**src/rtl/alarm_pkg.sv**
```systemverilog
// Shared types and time-field widths for the alarm scheduler.
package alarm_pkg;

   typedef enum logic [1:0] {
      ST_IDLE = 2'd0,
      ST_RING = 2'd1,
      ST_COOL = 2'd2
   } state_t;

   localparam int HOUR_W      = 5;
   localparam int MIN_W       = 6;
   localparam int SEC_W       = 6;
   localparam int SEC_PER_MIN = 60;

endpackage

```
**src/rtl/alarm_scheduler_if.sv**
```systemverilog
// Bus between the alarm scheduler and its neighbours: time-keeping counter,
// user-config logic, user buttons and the light blinker.
interface alarm_scheduler_if #(
   parameter int NUM_SLOTS = 4
);
   import alarm_pkg::*;

   localparam int SW = $clog2(NUM_SLOTS);

   logic              tick_1hz;
   logic [HOUR_W-1:0] cur_hour;
   logic [MIN_W-1:0]  cur_min;
   logic [SEC_W-1:0]  cur_sec;

   logic              cfg_we;
   logic [SW-1:0]     cfg_slot;
   logic [HOUR_W-1:0] cfg_hour;
   logic [MIN_W-1:0]  cfg_min;
   logic              cfg_en;

   logic              dismiss;
   logic              snooze;

   logic              reach_alarm;
   logic              ringing;
   logic [SW-1:0]     active_slot;
   logic [NUM_SLOTS-1:0] pending;

   modport master (
      output tick_1hz, cur_hour, cur_min, cur_sec,
      output cfg_we, cfg_slot, cfg_hour, cfg_min, cfg_en,
      output dismiss, snooze,
      input  reach_alarm, ringing, active_slot, pending
   );

   modport slave (
      input  tick_1hz, cur_hour, cur_min, cur_sec,
      input  cfg_we, cfg_slot, cfg_hour, cfg_min, cfg_en,
      input  dismiss, snooze,
      output reach_alarm, ringing, active_slot, pending
   );

endinterface

```
**src/rtl/alarm_slot_match.sv**
```systemverilog
// One alarm slot: stored hour/minute/enable plus the per-second comparator.
// The comparator uses the stored value, so a write during a match tick
// only affects the following ticks.
module alarm_slot_match
   import alarm_pkg::*;
(
   input  logic              clk_sys,
   input  logic              rstn,
   input  logic              we,
   input  logic [HOUR_W-1:0] cfg_hour,
   input  logic [MIN_W-1:0]  cfg_min,
   input  logic              cfg_en,
   input  logic              tick_1hz,
   input  logic [HOUR_W-1:0] cur_hour,
   input  logic [MIN_W-1:0]  cur_min,
   input  logic [SEC_W-1:0]  cur_sec,
   output logic              match
);

   logic [HOUR_W-1:0] hour_q, hour_d;
   logic [MIN_W-1:0]  min_q, min_d;
   logic              en_q, en_d;

   // Slot contents: take the new value on a write, otherwise hold.
   always_comb begin
      hour_d = hour_q;
      min_d  = min_q;
      en_d   = en_q;
      if (we) begin
         hour_d = cfg_hour;
         min_d  = cfg_min;
         en_d   = cfg_en;
      end
   end

   // Slot register; reset leaves the slot disabled at 00:00.
   always_ff @(posedge clk_sys or negedge rstn) begin
      if (!rstn) begin
         hour_q <= '0;
         min_q  <= '0;
         en_q   <= 1'b0;
      end else begin
         hour_q <= hour_d;
         min_q  <= min_d;
         en_q   <= en_d;
      end
   end

   assign match = tick_1hz && en_q && (hour_q == cur_hour) &&
                  (min_q == cur_min) && (cur_sec == '0);

endmodule

```
**src/rtl/alarm_scheduler.sv**
```systemverilog
// Alarm scheduler: slot matching, lowest-index arbitration, blinker guard
// window, dismiss and optional snooze.
// Optional feature macro: ALARM_SNOOZE_EN (snooze timer and re-queue).
//
// state | meaning
// IDLE  | waiting for a pending slot
// RING  | blinker running for active_slot, user may dismiss/snooze
// COOL  | user acted, guard counter still running out the blink sequence
module alarm_scheduler
   import alarm_pkg::*;
#(
   parameter int NUM_SLOTS   = 4,
   parameter int RING_CYCLES = 67108863,
   parameter int SNOOZE_MIN  = 5
) (
   input logic              clk_sys,
   input logic              rstn,
   alarm_scheduler_if.slave bus
);

   localparam int SW = $clog2(NUM_SLOTS);
   localparam int GW = $clog2(RING_CYCLES + 1);
   localparam logic [GW-1:0] RING_LOAD = GW'(RING_CYCLES - 1);

   state_t               state_q, state_d;
   logic [NUM_SLOTS-1:0] pending_q, pending_d;
   logic [SW-1:0]        active_slot_q, active_slot_d;
   logic [GW-1:0]        guard_q, guard_d;
   logic                 reach_alarm_q, reach_alarm_d;

   logic [NUM_SLOTS-1:0] match;
   logic [NUM_SLOTS-1:0] cfg_kill;
   logic [NUM_SLOTS-1:0] active_mask;
   logic [NUM_SLOTS-1:0] snz_set;
   logic                 snz_take;
   logic                 win_valid;
   logic [SW-1:0]        win_slot;

   for (genvar i = 0; i < NUM_SLOTS; i++) begin : g_slot
      alarm_slot_match u_slot (
         .clk_sys  (clk_sys),
         .rstn     (rstn),
         .we       (bus.cfg_we && (bus.cfg_slot == SW'(i))),
         .cfg_hour (bus.cfg_hour),
         .cfg_min  (bus.cfg_min),
         .cfg_en   (bus.cfg_en),
         .tick_1hz (bus.tick_1hz),
         .cur_hour (bus.cur_hour),
         .cur_min  (bus.cur_min),
         .cur_sec  (bus.cur_sec),
         .match    (match[i])
      );
   end

   // Slots being disabled this cycle, and lowest-index pending winner.
   always_comb begin
      cfg_kill  = '0;
      win_valid = 1'b0;
      win_slot  = '0;
      for (int i = 0; i < NUM_SLOTS; i++) begin
         cfg_kill[i] = bus.cfg_we && !bus.cfg_en && (bus.cfg_slot == SW'(i));
      end
      for (int i = NUM_SLOTS - 1; i >= 0; i--) begin
         if (pending_q[i]) begin
            win_valid = 1'b1;
            win_slot  = SW'(i);
         end
      end
   end

   assign active_mask = (state_q == ST_RING) ? (NUM_SLOTS'(1) << active_slot_q) : '0;

`ifdef ALARM_SNOOZE_EN
   localparam logic [11:0] SNZ_LOAD = 12'(SNOOZE_MIN * SEC_PER_MIN);

   logic          snz_armed_q, snz_armed_d;
   logic [11:0]   snz_cnt_q, snz_cnt_d;
   logic [SW-1:0] snz_slot_q, snz_slot_d;
   logic          snz_fire;

   assign snz_take = (state_q == ST_RING) && bus.snooze && !bus.dismiss;

   // Snooze timer: counts seconds, fires on the tick that reaches zero.
   always_comb begin
      snz_armed_d = snz_armed_q;
      snz_cnt_d   = snz_cnt_q;
      snz_slot_d  = snz_slot_q;
      snz_fire    = 1'b0;
      if (snz_armed_q && bus.tick_1hz) begin
         if (snz_cnt_q <= 12'd1) begin
            snz_fire    = 1'b1;
            snz_armed_d = 1'b0;
            snz_cnt_d   = '0;
         end else begin
            snz_cnt_d = snz_cnt_q - 12'd1;
         end
      end
      if (snz_armed_q && bus.cfg_we && !bus.cfg_en && (bus.cfg_slot == snz_slot_q)) begin
         snz_fire    = 1'b0;
         snz_armed_d = 1'b0;
         snz_cnt_d   = '0;
      end
      if (snz_take) begin
         snz_armed_d = 1'b1;
         snz_cnt_d   = SNZ_LOAD;
         snz_slot_d  = active_slot_q;
      end
   end

   // Snooze timer registers.
   always_ff @(posedge clk_sys or negedge rstn) begin
      if (!rstn) begin
         snz_armed_q <= 1'b0;
         snz_cnt_q   <= '0;
         snz_slot_q  <= '0;
      end else begin
         snz_armed_q <= snz_armed_d;
         snz_cnt_q   <= snz_cnt_d;
         snz_slot_q  <= snz_slot_d;
      end
   end

   assign snz_set = snz_fire ? (NUM_SLOTS'(1) << snz_slot_q) : '0;
`else
   assign snz_take = 1'b0;
   assign snz_set  = '0;
`endif

   // FSM next state, pending bookkeeping and guard counter.
   always_comb begin
      state_d       = state_q;
      active_slot_d = active_slot_q;
      reach_alarm_d = 1'b0;
      guard_d       = (guard_q != '0) ? guard_q - GW'(1) : '0;
      pending_d     = pending_q | (match & ~active_mask) | snz_set;
      case (state_q)
         ST_IDLE: begin
            if (win_valid) begin
               state_d       = ST_RING;
               active_slot_d = win_slot;
               reach_alarm_d = 1'b1;
               guard_d       = RING_LOAD;
            end
         end
         ST_RING: begin
            if (bus.dismiss || snz_take) begin
               pending_d[active_slot_q] = 1'b0;
               state_d = ST_COOL;
            end else if (cfg_kill[active_slot_q]) begin
               state_d = ST_COOL;
            end else if (guard_q == '0) begin
               pending_d[active_slot_q] = 1'b0;
               state_d = ST_IDLE;
            end
         end
         ST_COOL: begin
            if (guard_q == '0) begin
               state_d = ST_IDLE;
            end
         end
         default: state_d = ST_IDLE;
      endcase
      pending_d = pending_d & ~cfg_kill;
   end

   // Scheduler state registers.
   always_ff @(posedge clk_sys or negedge rstn) begin
      if (!rstn) begin
         state_q       <= ST_IDLE;
         pending_q     <= '0;
         active_slot_q <= '0;
         guard_q       <= '0;
         reach_alarm_q <= 1'b0;
      end else begin
         state_q       <= state_d;
         pending_q     <= pending_d;
         active_slot_q <= active_slot_d;
         guard_q       <= guard_d;
         reach_alarm_q <= reach_alarm_d;
      end
   end

   assign bus.reach_alarm = reach_alarm_q;
   assign bus.ringing     = (state_q == ST_RING);
   assign bus.active_slot = active_slot_q;
   assign bus.pending     = pending_q;

endmodule

```
**src/flat_wrapper.sv**
```systemverilog
// flat-port wrapper written by rule: the top's interface ports become plain ports
module alarm_scheduler_flat import alarm_pkg::*;
#(
   parameter int NUM_SLOTS   = 4,
   parameter int RING_CYCLES = 67108863,
   parameter int SNOOZE_MIN  = 5
)
  (clk_sys, rstn, bus_tick_1hz, bus_cur_hour, bus_cur_min, bus_cur_sec, bus_cfg_we, bus_cfg_slot, bus_cfg_hour, bus_cfg_min, bus_cfg_en, bus_dismiss, bus_snooze, bus_reach_alarm, bus_ringing, bus_active_slot, bus_pending);
  alarm_scheduler_if #(.NUM_SLOTS(NUM_SLOTS)) bus_i ();
  input logic clk_sys;
  input logic rstn;
  input wire logic [$bits(bus_i.tick_1hz)-1:0] bus_tick_1hz;
  input wire logic [$bits(bus_i.cur_hour)-1:0] bus_cur_hour;
  input wire logic [$bits(bus_i.cur_min)-1:0] bus_cur_min;
  input wire logic [$bits(bus_i.cur_sec)-1:0] bus_cur_sec;
  input wire logic [$bits(bus_i.cfg_we)-1:0] bus_cfg_we;
  input wire logic [$bits(bus_i.cfg_slot)-1:0] bus_cfg_slot;
  input wire logic [$bits(bus_i.cfg_hour)-1:0] bus_cfg_hour;
  input wire logic [$bits(bus_i.cfg_min)-1:0] bus_cfg_min;
  input wire logic [$bits(bus_i.cfg_en)-1:0] bus_cfg_en;
  input wire logic [$bits(bus_i.dismiss)-1:0] bus_dismiss;
  input wire logic [$bits(bus_i.snooze)-1:0] bus_snooze;
  output wire logic [$bits(bus_i.reach_alarm)-1:0] bus_reach_alarm;
  output wire logic [$bits(bus_i.ringing)-1:0] bus_ringing;
  output wire logic [$bits(bus_i.active_slot)-1:0] bus_active_slot;
  output wire logic [$bits(bus_i.pending)-1:0] bus_pending;
  assign bus_i.tick_1hz = bus_tick_1hz;
  assign bus_i.cur_hour = bus_cur_hour;
  assign bus_i.cur_min = bus_cur_min;
  assign bus_i.cur_sec = bus_cur_sec;
  assign bus_i.cfg_we = bus_cfg_we;
  assign bus_i.cfg_slot = bus_cfg_slot;
  assign bus_i.cfg_hour = bus_cfg_hour;
  assign bus_i.cfg_min = bus_cfg_min;
  assign bus_i.cfg_en = bus_cfg_en;
  assign bus_i.dismiss = bus_dismiss;
  assign bus_i.snooze = bus_snooze;
  assign bus_reach_alarm = bus_i.reach_alarm;
  assign bus_ringing = bus_i.ringing;
  assign bus_active_slot = bus_i.active_slot;
  assign bus_pending = bus_i.pending;
  alarm_scheduler #(.NUM_SLOTS(NUM_SLOTS), .RING_CYCLES(RING_CYCLES), .SNOOZE_MIN(SNOOZE_MIN)) u_core (.clk_sys(clk_sys), .rstn(rstn), .bus(bus_i));
endmodule
```
**config.mk**
```make
export PLATFORM = sky130hd
export DESIGN_NAME = alarm_scheduler_flat
export DESIGN_NICKNAME = d
export VERILOG_FILES = /design/src/rtl/alarm_pkg.sv /design/src/rtl/alarm_scheduler_if.sv /design/src/rtl/alarm_slot_match.sv /design/src/rtl/alarm_scheduler.sv /design/src/flat_wrapper.sv
export SDC_FILE = /design/constraint.sdc
export NUM_CORES = 1
export LEC_CHECK = 0
export ABC_AREA = 0
export BUFFER_PORTS_ARGS = -buffer_cell sky130_fd_sc_hd__buf_2
export CAP_MARGIN = 10
export CORE_ASPECT_RATIO = 1.5
export CORE_MARGIN = 2
export CORE_UTILIZATION = 30
export DETAILED_ROUTE_END_ITERATION = 10
export PLACE_DENSITY = 0.44
export RECOVER_POWER = 100
export SLEW_MARGIN = 20
export SYNTH_ARGS = -nofsm -noshare
export SYNTH_HDL_FRONTEND = slang
export SYNTH_SLANG_ARGS = --single-unit
```
**constraint.sdc**
```tcl
create_clock -name clk_sys -period 3 [get_ports clk_sys]
set_clock_uncertainty 0.2 [all_clocks]
set_input_delay 0.45 -clock clk_sys [delete_from_list [all_inputs] [get_ports clk_sys]]
set_output_delay 0.45 -clock clk_sys [all_outputs]
set_load 0.05 [all_outputs]
```
==> impl_summary.md <==
Status
The flow ran to the end, and the final reports show no timing, DRC or antenna violations.

Yosys
Yosys attributes the largest share of cell area to sky130_fd_sc_hd__dfrtp_1 (50%), sky130_fd_sc_hd__mux2_2 (13%), sky130_fd_sc_hd__xor2_1 (7.8%). For this run, the number of Yosys warnings is 0. Synthesis handed over a netlist of around 350 instances. The dominant synthesized flop cell is sky130_fd_sc_hd__dfrtp_1. The share of flip-flops with an asynchronous set or reset is 100.0%.

After synthesis, the mean cell area works out to 11.87 sq um. The unique cell type count in the Yosys netlist is 48. The number of nets produced by synthesis is 387.

Of the post-synthesis cell area, the dominant cell type holds 50.27%. The cell area that synthesis handed to floorplanning was 4131 sq um. The synthesized design contains 0 enable-type register cells. The number of flip-flops and latches in the synthesized netlist is 83.

The cell type contributing the most total cell area after synthesis is sky130_fd_sc_hd__dfrtp_1. After synthesis, flip-flops and latches occupy 50.27% of the total area. The most instantiated library cell after synthesis is sky130_fd_sc_hd__dfrtp_1. After synthesis, the most frequently instantiated cells are sky130_fd_sc_hd__dfrtp_1 (83), sky130_fd_sc_hd__mux2_2 (48), sky130_fd_sc_hd__xor2_1 (37), sky130_fd_sc_hd__xnor2_1 (25), sky130_fd_sc_hd__o21ai_0 (16).

Routing
The post-route DRC violation count is 0. Dividing the detail-routed wire length by the instance count gives 17.72 um. The first-pass iteration count of the detailed router is 4. The vias after detailed routing is 2820. In the routed layout, each cell is associated on average with a via count of 5.000. The remaining antenna violation count is 0.

The number of DRC violations after detailed-routing iteration 0 is 86. Wires add up to 9996 um.

Worst setup path
For the worst setup path, the data arrival time is 2680 ps. The critical path capture point type is a register. The setup check on the worst reg-to-reg path leaves a slack of between 300 and 400 ps. The kind of launch point of the worst setup path is a register. The startpoint-to-endpoint class of the critical path is register to register. In this run the worst path has a maximum fanout of 11. At the worst endpoint, the required time is 3020 ps.

Floorplanning
The core footprint is 13470 sq um. In this run the horizontal extent of the chip is 99.82 um. The number of placement rows is 52.

The top-level I/O count is 45. The die is 147.7 um tall. The die covers around 15000 sq um.

For this configuration, the core starts out at a cell density of 30.68%.

Clocking
The number of hold buffers added after CTS was 1. The depth of the CTS H-tree is 3. In this run the clock root is driven by a sky130_fd_sc_hd__clkbuf_16. The number of setup buffers added after CTS is 0.

The total clock buffers created by CTS is 9. For the worst-skew pair, the clock arrives at the later sink with an insertion delay of 330 ps. The maximum count of clock buffers along a single path is 2. The number of cells upsized or downsized after cts is 0.

The CTS clock-pin slew for the worst setup and hold paths is 60 ps. The CTS sink count is 83. The CTS tree is done.

Timing
Adding up every negative setup slack in the final design gives 0 ps. In this run the tightest slew margin relative to its limit is 30.32%. Setup repair after global routing left no endpoint under its margin. The number of slew-limit violations in the final report is 0. For the pin with the worst max-slew slack, the measured transition is 1045 ps. Derived from the worst setup path, the maximum achievable clock frequency is approximately 0.38 GHz. Setup violations remaining at the end of the flow were counted as 0. The post-route fraction of the period consumed by the critical path is 88.84%.

The final number of hold-violating endpoints is 0. The shortest clock period the worst path allows after layout is 2665 ps.

Power and ir drop
The total power density per cell area is roughly 740 nW/um^2. In this run the static leakage power is 2.019 nW. The peak ir drop on the vdd network is 0.0003322 V.

Global routing
The total routing usage reported by global routing is around 14%. The maximum number of pins on one net before global-route repair is 47. Global routing finished with a remaining overflow of 0. The via count of the first global-routing pass is 2954. The first-pass GRT wire length is 16150 um. The number of antenna violations at the first check in global routing is 0.

Min path
The kind of path behind the tightest hold check is primary input to register.

Place
Once placement completed, the tool counted placed cells totaling 548. The congestion estimate from routability-driven global placement came to 0.7252. The detailed-placement wirelength estimate is 7375 um. In this run the tool buffered the top-level ports with 43 buffer cells.

Cells and area
The antenna diode count is 0. The final cell count without fillers is 564. The post-route netlist has 27.11% of its cells at a drive strength greater than 1. The number of nets in the final layout is roughly 440.

The area added between synthesis and finish is 16.57%.

Job
The total of max-cap violations is 0.
-- state kept, by name, indices dropped and copies added, names as in the netlist --
register,cells
u_core.state_q,2
u_core.g_slot.u_slot.hour_q,20
u_core.g_slot.u_slot.en_q,4
u_core.guard_q,26
u_core.bus.active_slot,2
u_core.g_slot.u_slot.min_q,24
u_core.bus.pending,4
u_core.bus.reach_alarm,1
-- final timing paths --
check / start / end / cells past startpoint
worst min-delay path: bus_cfg_min[1] / u_core.g_slot[1].u_slot.min_q[1] / 2
max in group asynchronous: rstn / u_core.g_slot[2].u_slot.hour_q[2] / 3
worst max-delay path: u_core.guard_q[11] / u_core.guard_q[25] / 6
worst min register to register: u_core.g_slot[1].u_slot.en_q / u_core.g_slot[1].u_slot.en_q / 1
min in group asynchronous: rstn / u_core.guard_q[2] / 2
worst max register to register: u_core.guard_q[11] / u_core.guard_q[25] / 6
-- critical path, cell delays in order, from the launching register on --
cell,delay (ps)
sky130_fd_sc_hd__dfrtp_1,400
sky130_fd_sc_hd__or4_1,570
sky130_fd_sc_hd__or2_0,420
sky130_fd_sc_hd__nor4_4,380
sky130_fd_sc_hd__buf_4,260
sky130_fd_sc_hd__nor4b_1,70
sky130_fd_sc_hd__a211o_1,260
-- area by class of cell --
cell class	count	area, sq um
Multi-Input combinational cell	249	1963
Timing Repair Buffer	50	251.5
Fill cell	1341	8652
Clock buffer	11	252.7
Sequential cell	83	2077
Clock inverter	4	50.05
Inverter	5	18.77
Tap cell	162	202.7
-- per-stage QoR --
stage / area, sq um / hold slack (ps) / setup slack [ps] / power, W / util (%)
after floorplan: 4131 / -45.59 / 760.5 / 0.002252 / -
after global placement: 4552 / 273.1 / 449.9 / 0.002481 / 33.80
after detailed placement: 4552 / 278.2 / 441.5 / 0.002500 / 33.80
after CTS: 4865 / 179.9 / 430.9 / 0.003656 / 36.12
after global routing: 4816 / 192.0 / 207.1 / 0.003801 / 35.76
final: 4816 / 188.0 / 334.7 / 0.003585 / 35.76
-- power breakdown --
part | total (W) | switching, W | internal [W] | leakage (nW)
Sequential | 0.00167 | 0.000262 | 0.00141 | 1.02
Combinational | 0.000783 | 0.000388 | 0.000395 | 0.858
Clock | 0.00113 | 0.000447 | 0.000685 | 0.144
Total | 0.00358 | 0.00110 | 0.00249 | 2.02
-- logic make-up (layout without fill, tap and decap cells) --
logic type	Yosys count	after routing	synth area share [%]
muxes	48	48	13.08
and+or+nand+nor	93	93	13.90
DFF	83	83	50.27
xor gates and xnor gates	62	62	13.14
AOI/OAI and AO/OA	44	44	7.148
adders and majority gates	2	2	0.6056
buffers and inverters	16	70	1.847
-- per-layer routing --
metal	up-vias	share of wire, %	track usage (%)
met2	36	54	26.01
met4	0	1.1	3.699
met1	1419	42	16.89
li1	1356	-	-
met3	9	2.7	2.884
met5	-	0	0
-- cells in the final DEF, fill, tap and decap left out, types with 3 or more instances in the layout --
cell | synthesis | final
sky130_fd_sc_hd__nand2_1 | 10 | 10
sky130_fd_sc_hd__nand3_1 | 6 | 6
sky130_fd_sc_hd__o21ai_0 | 16 | 18
sky130_fd_sc_hd__nor3b_1 | 3 | 3
sky130_fd_sc_hd__nor2_1 | 14 | 14
sky130_fd_sc_hd__buf_4 | 0 | 3
sky130_fd_sc_hd__clkbuf_16 | 0 | 9
sky130_fd_sc_hd__nor4b_1 | 2 | 3
sky130_fd_sc_hd__nor2b_1 | 3 | 3
sky130_fd_sc_hd__a221oi_1 | 4 | 4
sky130_fd_sc_hd__or4_1 | 2 | 3
sky130_fd_sc_hd__a31oi_1 | 5 | 5
sky130_fd_sc_hd__nor4_1 | 15 | 15
sky130_fd_sc_hd__inv_1 | 4 | 4
sky130_fd_sc_hd__xnor2_1 | 25 | 25
sky130_fd_sc_hd__buf_2 | 1 | 33
sky130_fd_sc_hd__a211o_1 | 6 | 7
sky130_fd_sc_hd__xor2_1 | 37 | 37
sky130_fd_sc_hd__mux2_2 | 48 | 48
sky130_fd_sc_hd__nand4_1 | 5 | 5
sky130_fd_sc_hd__nor3_1 | 13 | 13
sky130_fd_sc_hd__dfrtp_1 | 83 | 83
sky130_fd_sc_hd__clkbuf_1 | 8 | 11
Note: power is estimated with default switching activity, not from simulation.
